[config.mk]
export PLATFORM = sky130hd
export DESIGN_NAME = signal_analyser_mc_flat
export DESIGN_NICKNAME = d
export VERILOG_FILES = /design/src/rtl/signal_analyser_mc_if.sv /design/src/rtl/signal_analyser_mc.sv /design/src/flat_wrapper.sv
export SDC_FILE = /design/constraint.sdc
export NUM_CORES = 1
export LEC_CHECK = 0
export BUFFER_PORTS_ARGS = -buffer_cell sky130_fd_sc_hd__buf_2
export CELL_PAD_IN_SITES_DETAIL_PLACEMENT = 1
export CELL_PAD_IN_SITES_GLOBAL_PLACEMENT = 2
export CORE_MARGIN = 5
export CORE_UTILIZATION = 36
export DETAILED_ROUTE_END_ITERATION = 10
export PLACE_DENSITY = 0.95
export SETUP_SLACK_MARGIN = 0.4
export SYNTH_ARGS = -nofsm -noshare
export SYNTH_HDL_FRONTEND = slang
export SYNTH_SLANG_ARGS = --single-unit
[constraint.sdc]
create_clock -name CLOCK_50 -period 6.39 [get_ports CLOCK_50]
set_clock_uncertainty 0.05 [all_clocks]
set_input_delay 0.639 -clock CLOCK_50 [delete_from_list [all_inputs] [get_ports CLOCK_50]]
set_output_delay 0.639 -clock CLOCK_50 [all_outputs]
set_load 0.01 [all_outputs]
[src/rtl/signal_analyser_mc_if.sv]
// CODEC read-FIFO handshake bundle: sample pair presented with read_ready,
// popped by a one-cycle read strobe from the consumer.
interface signal_analyser_mc_if #(
    parameter int DATA_W   = 24,
    parameter int CHANNELS = 2
);
    logic                         read_ready;
    logic [CHANNELS*DATA_W-1:0]   sample_data;
    logic                         read;

    // CODEC / FIFO side
    modport master (
        output read_ready,
        output sample_data,
        input  read
    );

    // Analyser side
    modport slave (
        input  read_ready,
        input  sample_data,
        output read
    );
endinterface

[src/rtl/signal_analyser_mc.sv]
// Multi-channel signal analyser: per-window peak magnitude, zero-crossing
// count and loudness class for each channel, published on window_tick.
module signal_analyser_mc #(
    parameter int                DATA_W    = 24,
    parameter int                CHANNELS  = 2,
    parameter int                CNT_W     = 15,
    parameter logic [DATA_W-1:0] THRESH_LO = 24'h010000,
    parameter logic [DATA_W-1:0] THRESH_HI = 24'h200000
) (
    input  logic                         CLOCK_50,
    input  logic                         reset,
    signal_analyser_mc_if.slave          codec,
    input  logic                         enable,
    input  logic                         window_tick,
    output logic [CHANNELS*DATA_W-1:0]   peak,
    output logic [CHANNELS*CNT_W-1:0]    zero_cross,
    output logic [CHANNELS*2-1:0]        level,
    output logic [CNT_W-1:0]             sample_count,
    output logic                         overflow,
    output logic                         result_valid
);

    localparam logic [CNT_W-1:0]  CNT_MAX  = '1;
    localparam logic [DATA_W-1:0] MAG_MAX  = {1'b0, {(DATA_W-1){1'b1}}};
    localparam logic [DATA_W-1:0] DATA_MIN = {1'b1, {(DATA_W-1){1'b0}}};

    logic                                accept;
    logic [CHANNELS-1:0][DATA_W-1:0]     smp;
    logic [CHANNELS-1:0][DATA_W-1:0]     mag;
    logic [CHANNELS-1:0]                 sgn;

    // running accumulators for the open window
    logic [CHANNELS-1:0][DATA_W-1:0]     acc_peak_q, acc_peak_d;
    logic [CHANNELS-1:0][CNT_W-1:0]      acc_zc_q,   acc_zc_d;
    logic [CNT_W-1:0]                    acc_cnt_q,  acc_cnt_d;
    logic                                acc_ovf_q,  acc_ovf_d;

    // sign history survives window boundaries, only reset clears it
    logic [CHANNELS-1:0]                 prev_sign_q, prev_sign_d;
    logic                                first_seen_q, first_seen_d;

    // accumulator values including this cycle's accept (if any)
    logic [CHANNELS-1:0][DATA_W-1:0]     peak_upd;
    logic [CHANNELS-1:0][CNT_W-1:0]      zc_upd;
    logic [CNT_W-1:0]                    cnt_upd;
    logic                                ovf_upd;

    // published results
    logic [CHANNELS-1:0][DATA_W-1:0]     peak_q,         peak_d;
    logic [CHANNELS-1:0][CNT_W-1:0]      zero_cross_q,   zero_cross_d;
    logic [CHANNELS-1:0][1:0]            level_q,        level_d;
    logic [CNT_W-1:0]                    sample_count_q, sample_count_d;
    logic                                overflow_q,     overflow_d;
    logic                                result_valid_q, result_valid_d;

    // Pop strobe; reset gates it combinationally so nothing is lost during reset
    assign accept     = codec.read_ready & enable & ~reset;
    assign codec.read = accept;

    // Split the packed sample pair and form saturated magnitudes
    always_comb begin
        for (int ch = 0; ch < CHANNELS; ch++) begin
            smp[ch] = codec.sample_data[ch*DATA_W +: DATA_W];
            sgn[ch] = smp[ch][DATA_W-1];
            if (!sgn[ch]) begin
                mag[ch] = smp[ch];
            end else if (smp[ch] == DATA_MIN) begin
                // -2^(N-1) has no positive counterpart; clamp instead of wrapping
                mag[ch] = MAG_MAX;
            end else begin
                mag[ch] = ~smp[ch] + 1'b1;
            end
        end
    end

    // Fold the current accept into the accumulators (saturating counters)
    always_comb begin
        cnt_upd = acc_cnt_q;
        if (accept && (acc_cnt_q != CNT_MAX)) begin
            cnt_upd = acc_cnt_q + 1'b1;
        end
        ovf_upd      = acc_ovf_q | (cnt_upd == CNT_MAX);
        first_seen_d = first_seen_q | accept;
        prev_sign_d  = prev_sign_q;
        peak_upd     = acc_peak_q;
        zc_upd       = acc_zc_q;
        for (int ch = 0; ch < CHANNELS; ch++) begin
            if (accept) begin
                prev_sign_d[ch] = sgn[ch];
                if (mag[ch] > acc_peak_q[ch]) begin
                    peak_upd[ch] = mag[ch];
                end
                // no previous sign exists for the very first sample after reset
                if (first_seen_q && (sgn[ch] != prev_sign_q[ch])
                    && (acc_zc_q[ch] != CNT_MAX)) begin
                    zc_upd[ch] = acc_zc_q[ch] + 1'b1;
                end
            end
            ovf_upd = ovf_upd | (zc_upd[ch] == CNT_MAX);
        end
    end

    // Window close: publish updated accumulators and start an empty window
    always_comb begin
        acc_peak_d     = peak_upd;
        acc_zc_d       = zc_upd;
        acc_cnt_d      = cnt_upd;
        acc_ovf_d      = ovf_upd;
        peak_d         = peak_q;
        zero_cross_d   = zero_cross_q;
        level_d        = level_q;
        sample_count_d = sample_count_q;
        overflow_d     = overflow_q;
        result_valid_d = 1'b0;
        if (window_tick) begin
            peak_d         = peak_upd;
            zero_cross_d   = zc_upd;
            sample_count_d = cnt_upd;
            overflow_d     = ovf_upd;
            result_valid_d = 1'b1;
            for (int ch = 0; ch < CHANNELS; ch++) begin
                if (peak_upd[ch] < THRESH_LO) begin
                    level_d[ch] = 2'b00;
                end else if (peak_upd[ch] >= THRESH_HI) begin
                    level_d[ch] = 2'b11;
                end else begin
                    level_d[ch] = 2'b01;
                end
            end
            acc_peak_d = '0;
            acc_zc_d   = '0;
            acc_cnt_d  = '0;
            acc_ovf_d  = 1'b0;
        end
    end

    // State registers; reset takes priority over a coincident tick
    always_ff @(posedge CLOCK_50) begin
        if (reset) begin
            acc_peak_q     <= '0;
            acc_zc_q       <= '0;
            acc_cnt_q      <= '0;
            acc_ovf_q      <= 1'b0;
            prev_sign_q    <= '0;
            first_seen_q   <= 1'b0;
            peak_q         <= '0;
            zero_cross_q   <= '0;
            level_q        <= '0;
            sample_count_q <= '0;
            overflow_q     <= 1'b0;
            result_valid_q <= 1'b0;
        end else begin
            acc_peak_q     <= acc_peak_d;
            acc_zc_q       <= acc_zc_d;
            acc_cnt_q      <= acc_cnt_d;
            acc_ovf_q      <= acc_ovf_d;
            prev_sign_q    <= prev_sign_d;
            first_seen_q   <= first_seen_d;
            peak_q         <= peak_d;
            zero_cross_q   <= zero_cross_d;
            level_q        <= level_d;
            sample_count_q <= sample_count_d;
            overflow_q     <= overflow_d;
            result_valid_q <= result_valid_d;
        end
    end

    assign peak         = peak_q;
    assign zero_cross   = zero_cross_q;
    assign level        = level_q;
    assign sample_count = sample_count_q;
    assign overflow     = overflow_q;
    assign result_valid = result_valid_q;

endmodule

[src/flat_wrapper.sv]
// flat-port wrapper written by rule: the top's interface ports become plain ports
module signal_analyser_mc_flat 
#(
    parameter int                DATA_W    = 24,
    parameter int                CHANNELS  = 2,
    parameter int                CNT_W     = 15,
    parameter logic [DATA_W-1:0] THRESH_LO = 24'h010000,
    parameter logic [DATA_W-1:0] THRESH_HI = 24'h200000
)
  (CLOCK_50, reset, enable, window_tick, peak, zero_cross, level, sample_count, overflow, result_valid, codec_read_ready, codec_sample_data, codec_read);
  signal_analyser_mc_if #(.DATA_W(DATA_W), .CHANNELS(CHANNELS)) codec_i ();
  input  logic CLOCK_50;
  input  logic reset;
  input  logic enable;
  input  logic window_tick;
  output logic [CHANNELS*DATA_W-1:0] peak;
  output logic [CHANNELS*CNT_W-1:0] zero_cross;
  output logic [CHANNELS*2-1:0] level;
  output logic [CNT_W-1:0] sample_count;
  output logic overflow;
  output logic result_valid;
  input wire logic [$bits(codec_i.read_ready)-1:0] codec_read_ready;
  input wire logic [$bits(codec_i.sample_data)-1:0] codec_sample_data;
  output wire logic [$bits(codec_i.read)-1:0] codec_read;
  assign codec_i.read_ready = codec_read_ready;
  assign codec_i.sample_data = codec_sample_data;
  assign codec_read = codec_i.read;
  signal_analyser_mc #(.DATA_W(DATA_W), .CHANNELS(CHANNELS), .CNT_W(CNT_W), .THRESH_LO(THRESH_LO), .THRESH_HI(THRESH_HI)) u_core (.CLOCK_50(CLOCK_50), .reset(reset), .codec(codec_i), .enable(enable), .window_tick(window_tick), .peak(peak), .zero_cross(zero_cross), .level(level), .sample_count(sample_count), .overflow(overflow), .result_valid(result_valid));
endmodule
==> impl_metrics.tcl, run 1 <==
set metrics [dict create \
    grt_use_total_pct 18.66 \
    postSynthAreaPerCell_sq_um 7.982 \
    row_count 61 \
    wl_per_cell_um 16.68 \
    ys_types 72 \
    yosys_warnings 0 \
    cp-end-kind "flop" \
    critical_path_class "in2reg" \
    fillers 3406 \
    die_area_sq_um 31290 \
    cts.sinks 196 \
    synthToLayoutAreaGrowth_pct 15.54 \
    synth-async-reset-ratio_pct 0 \
    clk_path_buf_depth 2 \
    syn_area_sq_um 10030 \
    viasPerCell 5.218 \
    worstPathMaxFanout 28 \
    core_area_sq_um 27630 \
    finalHoldViolations 0 \
    final_core_util_pct 41.93 \
    overflow 0 \
    grt_antenna_before_repair 0 \
    drive_above_1_share_pct 15.63 \
    clk_pin_slew_ps 80 \
    gp_congestion 0.8781 \
    antenna_cells 0 \
    worst_pin_slew_ps 1001 \
    hpwl_um 21820 \
    io_buffers 152 \
    drc 0 \
    status "completed" \
    ctsHoldBuffers 0 \
    synthCells 1256 \
    drt_wl_total_um 29350 \
    die_y_um 176.9 \
    synth_ff_type "dfxtp_1" \
    drt_pass1_iterations 4 \
    drv_slew 0 \
    ctsResizeCount 0 \
    critical_path_arrival_ps 5070 \
    final-setup-viol-count 0 \
    nets 1476 \
    synth_edf_count 0 \
    vias 9184 \
    start_util_pct 36.29 \
    ctsHtreeMaxLevel 4 \
    vdd_ir_drop_max_v 0.0001669 \
    p_leak_nw 4.714 \
    cts_buffers 17 \
    die_w_um 176.9 \
    min_path_type "reg2reg" \
    final.setup.tns_ps 0 \
    max_cap_violations 0 \
    syn_nets 1362 \
    pin_count 153 \
    startpoint_type "primary input" \
    drtIter0Drc 310 \
    grt_pass1_vias 9491 \
    ys_ff_latch 196 \
    relSlewSlack_pct 33.24 \
    period_share_pct 75.65 \
    cp.required_ps 6630 \
    clk_latency_ps 440 \
    max_freq_ghz 0.2069 \
    min_period_ps 4834 \
    cts_root_buffer "clkbuf_16" \
    grt_max_degree 62 \
    ys_seq_area_share_pct 39.14 \
    powerDensity_nw_per_um2 224.7 \
    cts_setup_buffers 0 \
    ant_nets 0 \
    grt_pass1_wl_um 47930 \
    cts_tree "yes" \
    rsz0062_at_grt "no" \
]
path summary, 6_finish.rpt:
path | from | endpoint | slack (ps) | cells after the start
worst min-delay path | u_core.zero_cross[4] | u_core.zero_cross[4] | 400 | 2
worst max register to register | u_core.acc_peak_q[23] | u_core.peak[18] | 3050 | 9
worst max-delay path | codec_sample_data[1] | u_core.peak[18] | 1560 | 16
worst min register to register | u_core.zero_cross[4] | u_core.zero_cross[4] | 400 | 2
where the power goes:
| group | internal [W] | switching, W | leakage (nW) |
|---|---|---|---|
| Clock | 0.000525 | 0.000523 | 0.274 |
| Sequential | 0.00124 | 0.0000109 | 1.59 |
| Combinational | 0.000107 | 0.000195 | 2.85 |
critical path, stage by stage:
cell and delay (ps):
buf_2 120, inv_1 80, ha_1 210, nor4b_1 230, and4_1 450, nand2_1 410
a31oi_1 360, ha_1 290, nor2b_1 130, o211ai_1 150, a21oi_1 90, o311ai_1 270
a311o_1 880, buf_4 380, mux2i_1 260, o21ai_0 110
stage by stage:
step / power (W) / hold WS (ps) / setup slack (ps) / area, sq um / cells
3_3_place_gp: 0.001574 / 379.3 / 1388 / 11020 / 1729
4_1_cts: 0.002633 / 406.1 / 1570 / 11580 / 1760
2_1_floorplan: 0.001473 / 382.3 / 2214 / 10030 / 1256
6_report: 0.002603 / 396.3 / 1556 / 11580 / 1760
3_5_place_dp: 0.001584 / 387.7 / 1097 / 11020 / 1729
5_1_grt: 0.002723 / 433.3 / 1095 / 11580 / 1760
layer usage:
metal  track usage, %  vias up  part of all wire, %
met5                0        -                    0
met4            5.416        0                  1.7
met3            2.905       35                  2.9
met2            32.28      146                   48
met1            24.12     4422                   47
li1                 -     4581                    -
synthesized netlist by cell type, types with 7 or more instances:
| cell | number | area, sq um |
|---|---|---|
| inv_1 | 61 | 229.0 |
| xor2_1 | 42 | 367.9 |
| a21oi_1 | 45 | 225.2 |
| mux2i_1 | 29 | 290.3 |
| dfxtp_1 | 196 | 3924 |
| clkbuf_1 | 46 | 172.7 |
| o31ai_1 | 12 | 90.09 |
| nor2_1 | 155 | 581.8 |
| a31oi_1 | 8 | 50.05 |
| a211oi_1 | 14 | 105.1 |
| xnor2_1 | 22 | 192.7 |
| nor4b_1 | 7 | 61.31 |
| ha_1 | 53 | 663.1 |
| nor3_1 | 19 | 95.09 |
| nor4_1 | 14 | 87.58 |
| nand2_1 | 199 | 747.0 |
| buf_2 | 8 | 40.04 |
| and3_1 | 7 | 43.79 |
| nand3_1 | 39 | 195.2 |
| or3_1 | 8 | 50.05 |
| nand4_1 | 33 | 206.5 |
| o21ai_0 | 131 | 655.6 |
flip-flops by register name, indices dropped and copies added (netlist names):
name and flops:
u_core.acc_peak_q 48, u_core.peak 48, u_core.acc_zc_q 30, u_core.zero_cross 30
u_core.acc_cnt_q 15, u_core.sample_count 15, u_core.level 4, u_core.prev_sign_q 2
u_core.acc_ovf_q 1, u_core.first_seen_q 1, u_core.overflow 1, u_core.result_valid 1
placed cells by master (no fill, tap or decap), types with 4 or more instances in the layout:
cell / count
o31ai_1: 12
o21ai_0: 131
nand3_1: 39
or3_1: 8
a31oi_1: 8
or2_2: 4
nand4_1: 33
and3_1: 7
a211oi_1: 14
buf_4: 7
clkbuf_16: 17
o41ai_1: 4
xor2_1: 42
nor2b_1: 6
nand2b_1: 5
inv_1: 61
nor3_1: 19
ha_1: 53
inv_8: 4
nor4b_1: 7
or4_1: 4
nand2_1: 199
nor4_1: 14
nor2_1: 154
mux2i_1: 29
and2_1: 5
buf_2: 152
and4_1: 5
o211ai_1: 4
a21oi_1: 45
xnor2_1: 22
dfxtp_1: 196
cells by family after synthesis:
group,after synthesis,share of synthesized area [%]
fa+ha+maj,53,6.614
flops,196,39.14
mux,29,2.895
buf+inv,126,5.304
xor+xnor,64,5.591
compound gates,253,14.99
simple gates,535,25.47
final cells by class:
type                    count  area [sq um]  area share, %
repair buffers            159         813.3          7.021
flip-flops and latches    196          3924          33.87
multi-input cells         934          5580          48.17
inverters                  62         232.7          2.009
clock buffers              19         442.9          3.824
well taps                 378         473.0          4.083
clock inverters            12         117.6          1.015
Power figures use the tool's default switching activity.
==> run 2, diff against run 1 <==
--- a/config.mk
+++ b/config.mk
@@ -5,13 +5,14 @@
 export SDC_FILE = /design/constraint.sdc
 export NUM_CORES = 1
 export LEC_CHECK = 0
+export ABC_AREA = 1
 export BUFFER_PORTS_ARGS = -buffer_cell sky130_fd_sc_hd__buf_2
 export CELL_PAD_IN_SITES_DETAIL_PLACEMENT = 1
 export CELL_PAD_IN_SITES_GLOBAL_PLACEMENT = 2
 export CORE_MARGIN = 5
-export CORE_UTILIZATION = 36
+export CORE_UTILIZATION = 28
 export DETAILED_ROUTE_END_ITERATION = 10
-export PLACE_DENSITY = 0.95
+export PLACE_DENSITY = 0.85
 export SETUP_SLACK_MARGIN = 0.4
 export SYNTH_ARGS = -nofsm -noshare
 export SYNTH_HDL_FRONTEND = slang
==> constraint.sdc (replaced) <==
create_clock -name CLOCK_50 -period 4.2 [get_ports CLOCK_50]
set_clock_uncertainty 0.05 [all_clocks]
set_input_delay 0.42 -clock CLOCK_50 [delete_from_list [all_inputs] [get_ports CLOCK_50]]
set_output_delay 0.42 -clock CLOCK_50 [all_outputs]
set_load 0.01 [all_outputs]
==> impl_metrics.tcl, run 2 <==
set metrics [dict create \
    die_w_um 206.6 \
    core_area_sq_um 38470 \
    cts.sinks 196 \
    critical_path_arrival_ps 3650 \
    die_y_um 206.6 \
    switchingPower_w 0.001250 \
    cts_buffers 17 \
    place_area_sq_um 12040 \
    clk_latency_ps 450 \
    synth-simple-area-share_pct 34.54 \
    crit_family "simple AND/OR/NAND/NOR gates" \
    drc 0 \
    cts_root_buffer "clkbuf_16" \
    finalHoldViolations 0 \
    crit_buf_inv 6 \
    ctsHtreeMaxLevel 4 \
    layout_commonest_cell "nand2_1" \
    p_int_w 0.002938 \
    worst_pin_slew_ps 1064 \
    grt_use_total_pct 16.50 \
    ys_ff_latch 196 \
    drtIter0Drc 342 \
    fin_cells 2312 \
    p_clk_share_pct 40.9 \
    synth-async-reset-ratio_pct 0 \
    synth_fa_ha_area_share_pct 6.129 \
    postSynthAreaPerCell_sq_um 6.561 \
    cp_common_cell "nand2_1" \
    hpwl_um 27110 \
    path_cells "buf_2, inv_1, ha_1, nand3_1, inv_1, nand2_1, nor2_4, nand4_2, inv_2, nor2_1, inv_1, ha_1, nand2_1, nor2_1, nand2_1, nor3_1, a21oi_2, nand2_2, buf_4, nand2_1, o21ai_1, o21ai_0" \
    rsz0062_at_grt "no" \
    cp.required_ps 4490 \
    synth-xor-area-share_pct 2.348 \
    final_cell_mix "nand2_1, nor2_1, inv_1, dfxtp_1, buf_2" \
    viasPerCell 4.566 \
    drt_pass1_iterations 4 \
    overflow 0 \
    grt_pass1_vias 11124 \
    slowest_stage "inv_2" \
    drt_wl_total_um 34480 \
    io_buffers 152 \
    clk_path_buf_depth 2 \
    min_path_type "in2reg" \
    relSlewSlack_pct 29.06 \
    row_count 72 \
    status "completed" \
    grt_pass1_wl_um 56810 \
    synthToLayoutAreaGrowth_pct 17.28 \
    yosys_warnings 0 \
    grt_antenna_before_repair 1 \
    cp-end-kind "flop" \
    start_util_pct 28.13 \
    critical_path_class "in2reg" \
    synth_compound_area_share_pct 9.899 \
    cts_tree "yes" \
    drive_above_1_share_pct 14.44 \
    vias 10556 \
    synth_edf_count 0 \
    p_leak_nw 6.011 \
    nets 1887 \
    clk_pin_slew_ps 90 \
    p_seq_share_pct 45.7 \
    max_cap_violations 0 \
    stdcell_area_sq_um 12690 \
    synthCells 1649 \
    period_share_pct 80.08 \
    synth_top_area_share_pct 36.27 \
    synth_common_cells "nand2_1, nor2_1, inv_1, dfxtp_1, o21ai_0" \
    vdd_ir_drop_max_v 0.0002700 \
    final-setup-viol-count 0 \
    dp_cells 2279 \
    worstPathMaxFanout 20 \
    synth.area.mux_share_pct 0 \
    pin_count 153 \
    ant_nets 0 \
    grt_max_degree 98 \
    slowest_delay_ps 280 \
    total_power_w 0.004188 \
    min_period_ps 3363 \
    synth_area_leaders "dfxtp_1, nand2_1, nor2_1" \
    drv_slew 0 \
    yosys.cell_count.top_type "nand2_1" \
    yosys.area.top_type "dfxtp_1" \
    wl_per_cell_um 14.92 \
    ys_types 36 \
    die_area_sq_um 42670 \
    antenna_cells 0 \
    syn_nets 1755 \
    max_freq_ghz 0.2973 \
    comb_power_share_pct 13.4 \
    ys_seq_area_share_pct 36.27 \
    final.setup.tns_ps 0 \
    synth_ff_type "dfxtp_1" \
    powerDensity_nw_per_um2 330.1 \
    ctsHoldBuffers 0 \
    synth_top_family_by_area "simple AND/OR/NAND/NOR gates" \
    gp_congestion 0.8285 \
    p_sw_share_pct 29.85 \
    syn_area_sq_um 10820 \
    startpoint_type "primary input" \
]
==> run 2: changes by cell type after synthesis, moves of 20 or more <==
cell and change:
nand2_1 +262, inv_1 +163, nor2_1 +78, nand3_1 +53, mux2i_1 -29, o21ai_1 +28
xor2_1 -20
==> run 2: power groups by stage <==
| stage | combinational, W | sequential, W | clock (W) |
|---|---|---|---|
| floorplan | 0.000358 | 0.00197 | 0 |
| global placement | 0.000550 | 0.00196 | 0 |
| detailed placement | 0.000566 | 0.00196 | 0 |
| CTS | 0.000571 | 0.00192 | 0.00178 |
| global route | 0.000649 | 0.00192 | 0.00185 |
| finish | 0.000561 | 0.00191 | 0.00171 |
==> run 2: final timing paths <==
check,from,to,slack [ps],depth (start not counted)
worst max-delay path,codec_sample_data[0],u_core.peak[13],840,22
worst min-delay path,reset,u_core.level[1],200,2
worst max register to register,u_core.acc_zc_q[1],u_core.overflow,1680,12
worst min register to register,u_core.sample_count[7],u_core.sample_count[7],400,2
==> run 2: timing repair <==
action                     in CTS  in global routing
setup endpoints to repair       0                 36
setup buffers                   0                  1
resized for setup               0                  4
==> run 2: metrics by stage <==
stage	hold slack, ps	setup slack [ps]	util [%]
2_1_floorplan	397.6	1044	-
3_3_place_gp	384.7	277.2	31.31
3_5_place_dp	391.3	175.5	31.31
4_1_cts	168.1	653.4	32.89
5_1_grt	192.1	434.3	32.99
6_report	196.9	836.8	32.99
==> run 2: area by class of cell <==
class / count / area [sq um]
Multi-Input combinational cell: 1165 / 5746
Sequential cell: 196 / 3924
Clock inverter: 15 / 182.7
Clock buffer: 17 / 425.4
Tap cell: 518 / 648.1
Timing Repair Buffer: 165 / 870.8
Fill cell: 5000 / 25780
Inverter: 236 / 892.1
==> run 2: metal layers <==
layer  vias to the layer above  GRT usage, %  routed length [um]
met5                         -             0                  13
met4                         2         3.660                 381
met3                        27         3.234                1277
met2                       128         28.75               16540
met1                      4967         21.18               16280
li1                       5432             -                   -
==> run 2: logic make-up (layout without fill, tap and decap cells) <==
family	after synthesis	count (layout)
AO/OA/AOI/OAI	205	205
AND/OR/NAND/NOR	878	878
buffers and inverters	288	433
XOR/XNOR	29	29
flip-flops	196	196
adder cells (fa/ha/maj)	53	53
==> run 3, diff against run 2 <==
==> constraint.sdc (replaced) <==
create_clock -name CLOCK_50 -period 2.75 [get_ports CLOCK_50]
set_clock_uncertainty 0.05 [all_clocks]
set_input_delay 0.275 -clock CLOCK_50 [delete_from_list [all_inputs] [get_ports CLOCK_50]]
set_output_delay 0.275 -clock CLOCK_50 [all_outputs]
set_load 0.01 [all_outputs]
==> impl_metrics.tcl, run 3 (synthesis results as in run 2) <==
set metrics [dict create \
    hp-start "reset" \
    pin_count 153 \
    slowest_stage "ha_4" \
    cts_root_buffer "clkbuf_16" \
    die_w_um 206.6 \
    min_period_ps 3042 \
    worstPathMaxFanout 3 \
    finalHoldViolations 0 \
    fillers 4797 \
    clk_path_buf_depth 2 \
    synthToLayoutAreaGrowth_pct 58.08 \
    ant_nets 0 \
    powerDensity_nw_per_um2 420.4 \
    grt_max_degree 50 \
    drv_slew 0 \
    ctsHtreeMaxLevel 4 \
    critical_path_class "in2reg" \
    crit_start "codec_sample_data[0]" \
    cts_tree "yes" \
    vias 12218 \
    antenna_cells 0 \
    clk_latency_ps 450 \
    worst_pin_slew_ps 602.0 \
    crit_family "simple AND/OR/NAND/NOR gates" \
    drive_above_1_share_pct 39.61 \
    overflow 0 \
    crit_buf_inv 7 \
    startpoint_type "primary input" \
    viasPerCell 4.662 \
    cts_buffers 17 \
    drtIter0Drc 446 \
    grt_antenna_before_repair 0 \
    die_area_sq_um 42670 \
    rr_startpoint "u_core.acc_peak_q[23]" \
    critical_path_arrival_ps 3350 \
    period_share_pct 110.6 \
    slowest_delay_ps 260 \
    start_util_pct 28.13 \
    p_leak_nw 7.957 \
    nets 2196 \
    die_y_um 206.6 \
    drt_pass1_iterations 4 \
    io_buffers 152 \
    core_area_sq_um 38470 \
    ctsHoldBuffers 0 \
    clk_pin_slew_ps 90 \
    layout_commonest_cell "nand2_1" \
    cp-end-kind "flop" \
    violations "negative setup slack" \
    final_cell_mix "nand2_1, buf_4, inv_1, dfxtp_1, nor2_1" \
    grt_use_total_pct 18.86 \
    max_freq_ghz 0.3287 \
    min_path_type "in2reg" \
    cts.sinks 196 \
    rsz0062_at_grt "yes" \
    grt_pass1_wl_um 64970 \
    cp.required_ps 3060 \
    vdd_ir_drop_max_v 0.0003541 \
    drt_wl_total_um 43510 \
    dp_cells 2470 \
    max_cap_violations 0 \
    row_count 72 \
    cp_common_cell "nand2_2" \
    total_power_w 0.007190 \
    status "finished with violations" \
    hpwl_um 28670 \
    wl_per_cell_um 16.60 \
    fin_cells 2621 \
    layout_setup_ws_ps -292.4 \
    grt_pass1_vias 12710 \
    drc 0 \
    gp_congestion 0.8687 \
    final-setup-viol-count 88 \
    relSlewSlack_pct 59.81 \
]
run 3: cell types whose count changed in the layout (fill, tap and decap cells not counted), moves of 22 or more:
| cell | change |
|---|---|
| o21ai_0 | -62 |
| buf_4 | +233 |
| nand2_4 | +38 |
| o21ai_2 | +24 |
| inv_1 | -22 |
| nand2_1 | -84 |
| o21ai_4 | +30 |
| nor2_1 | -50 |
| buf_6 | +59 |
| nor2_2 | +36 |
| nand2_2 | +44 |
run 3: per-stage QoR:
stage / setup WS [ps] / TNS [ps] / hold WS, ps / util [%] / cell area [sq um]
CTS: -37.25 / -83.74 / 71.80 / 41.79 / 16070
floorplan: -19.69 / -39.16 / 294.1 / - / 11060
detailed placement: -848.8 / -56680 / 391.3 / 35.75 / 13750
global placement: -736.0 / -47440 / 386.2 / 35.75 / 13750
finish: -292.4 / -12900 / 94.53 / 44.46 / 17100
global route: -473.4 / -26920 / 94.12 / 44.46 / 17100
run 3: power by group:
part	total (W)	switching, W	internal (W)	leakage, nW
clock network	0.00255	0.00129	0.00126	0.290
logic	0.00171	0.000928	0.000785	6.08
registers	0.00293	0.0000364	0.00289	1.59
total	0.00719	0.00225	0.00494	7.96
run 3: cell type report:
class	count	area [sq um]	share of cell area, %
multi-input cells	1167	7312	42.75
flip-flops and latches	196	3929	22.97
repair buffers	471	3670	21.46
inverters	236	944.7	5.523
well taps	518	648.1	3.790
clock buffers	19	452.9	2.648
clock inverters	13	135.1	0.7901
repair inverters	1	11.26	0.06584
run 3: worst paths after layout:
check	endpoint	depth (start not counted)	slack (ps)
max	u_core.level[0]	31	-290
min	u_core.level[1]	2	90
max reg2reg	u_core.level[0]	19	230
min reg2reg	u_core.peak[35]	2	400
run 3: repair_timing:
| action | 4_1_cts | 5_1_grt |
|---|---|---|
| gates cloned | 4 | 4 |
| gates resized for setup | 284 | 183 |
| pin swaps | 85 | 83 |
| endpoints found under the setup margin | 102 | 102 |
| buffers inserted | 72 | 39 |
run 3: routing by layer:
| layer | up-vias | track usage [%] | wire length [um] | share of wire, % |
|---|---|---|---|---|
| met3 | 60 | 3.249 | 1481 | 3.4 |
| li1 | 6051 | - | - | - |
| met2 | 190 | 34.42 | 22780 | 52 |
| met1 | 5917 | 22.95 | 18400 | 42 |
| met4 | 0 | 4.824 | 848 | 1.9 |
| met5 | - | 0 | 0 | 0 |
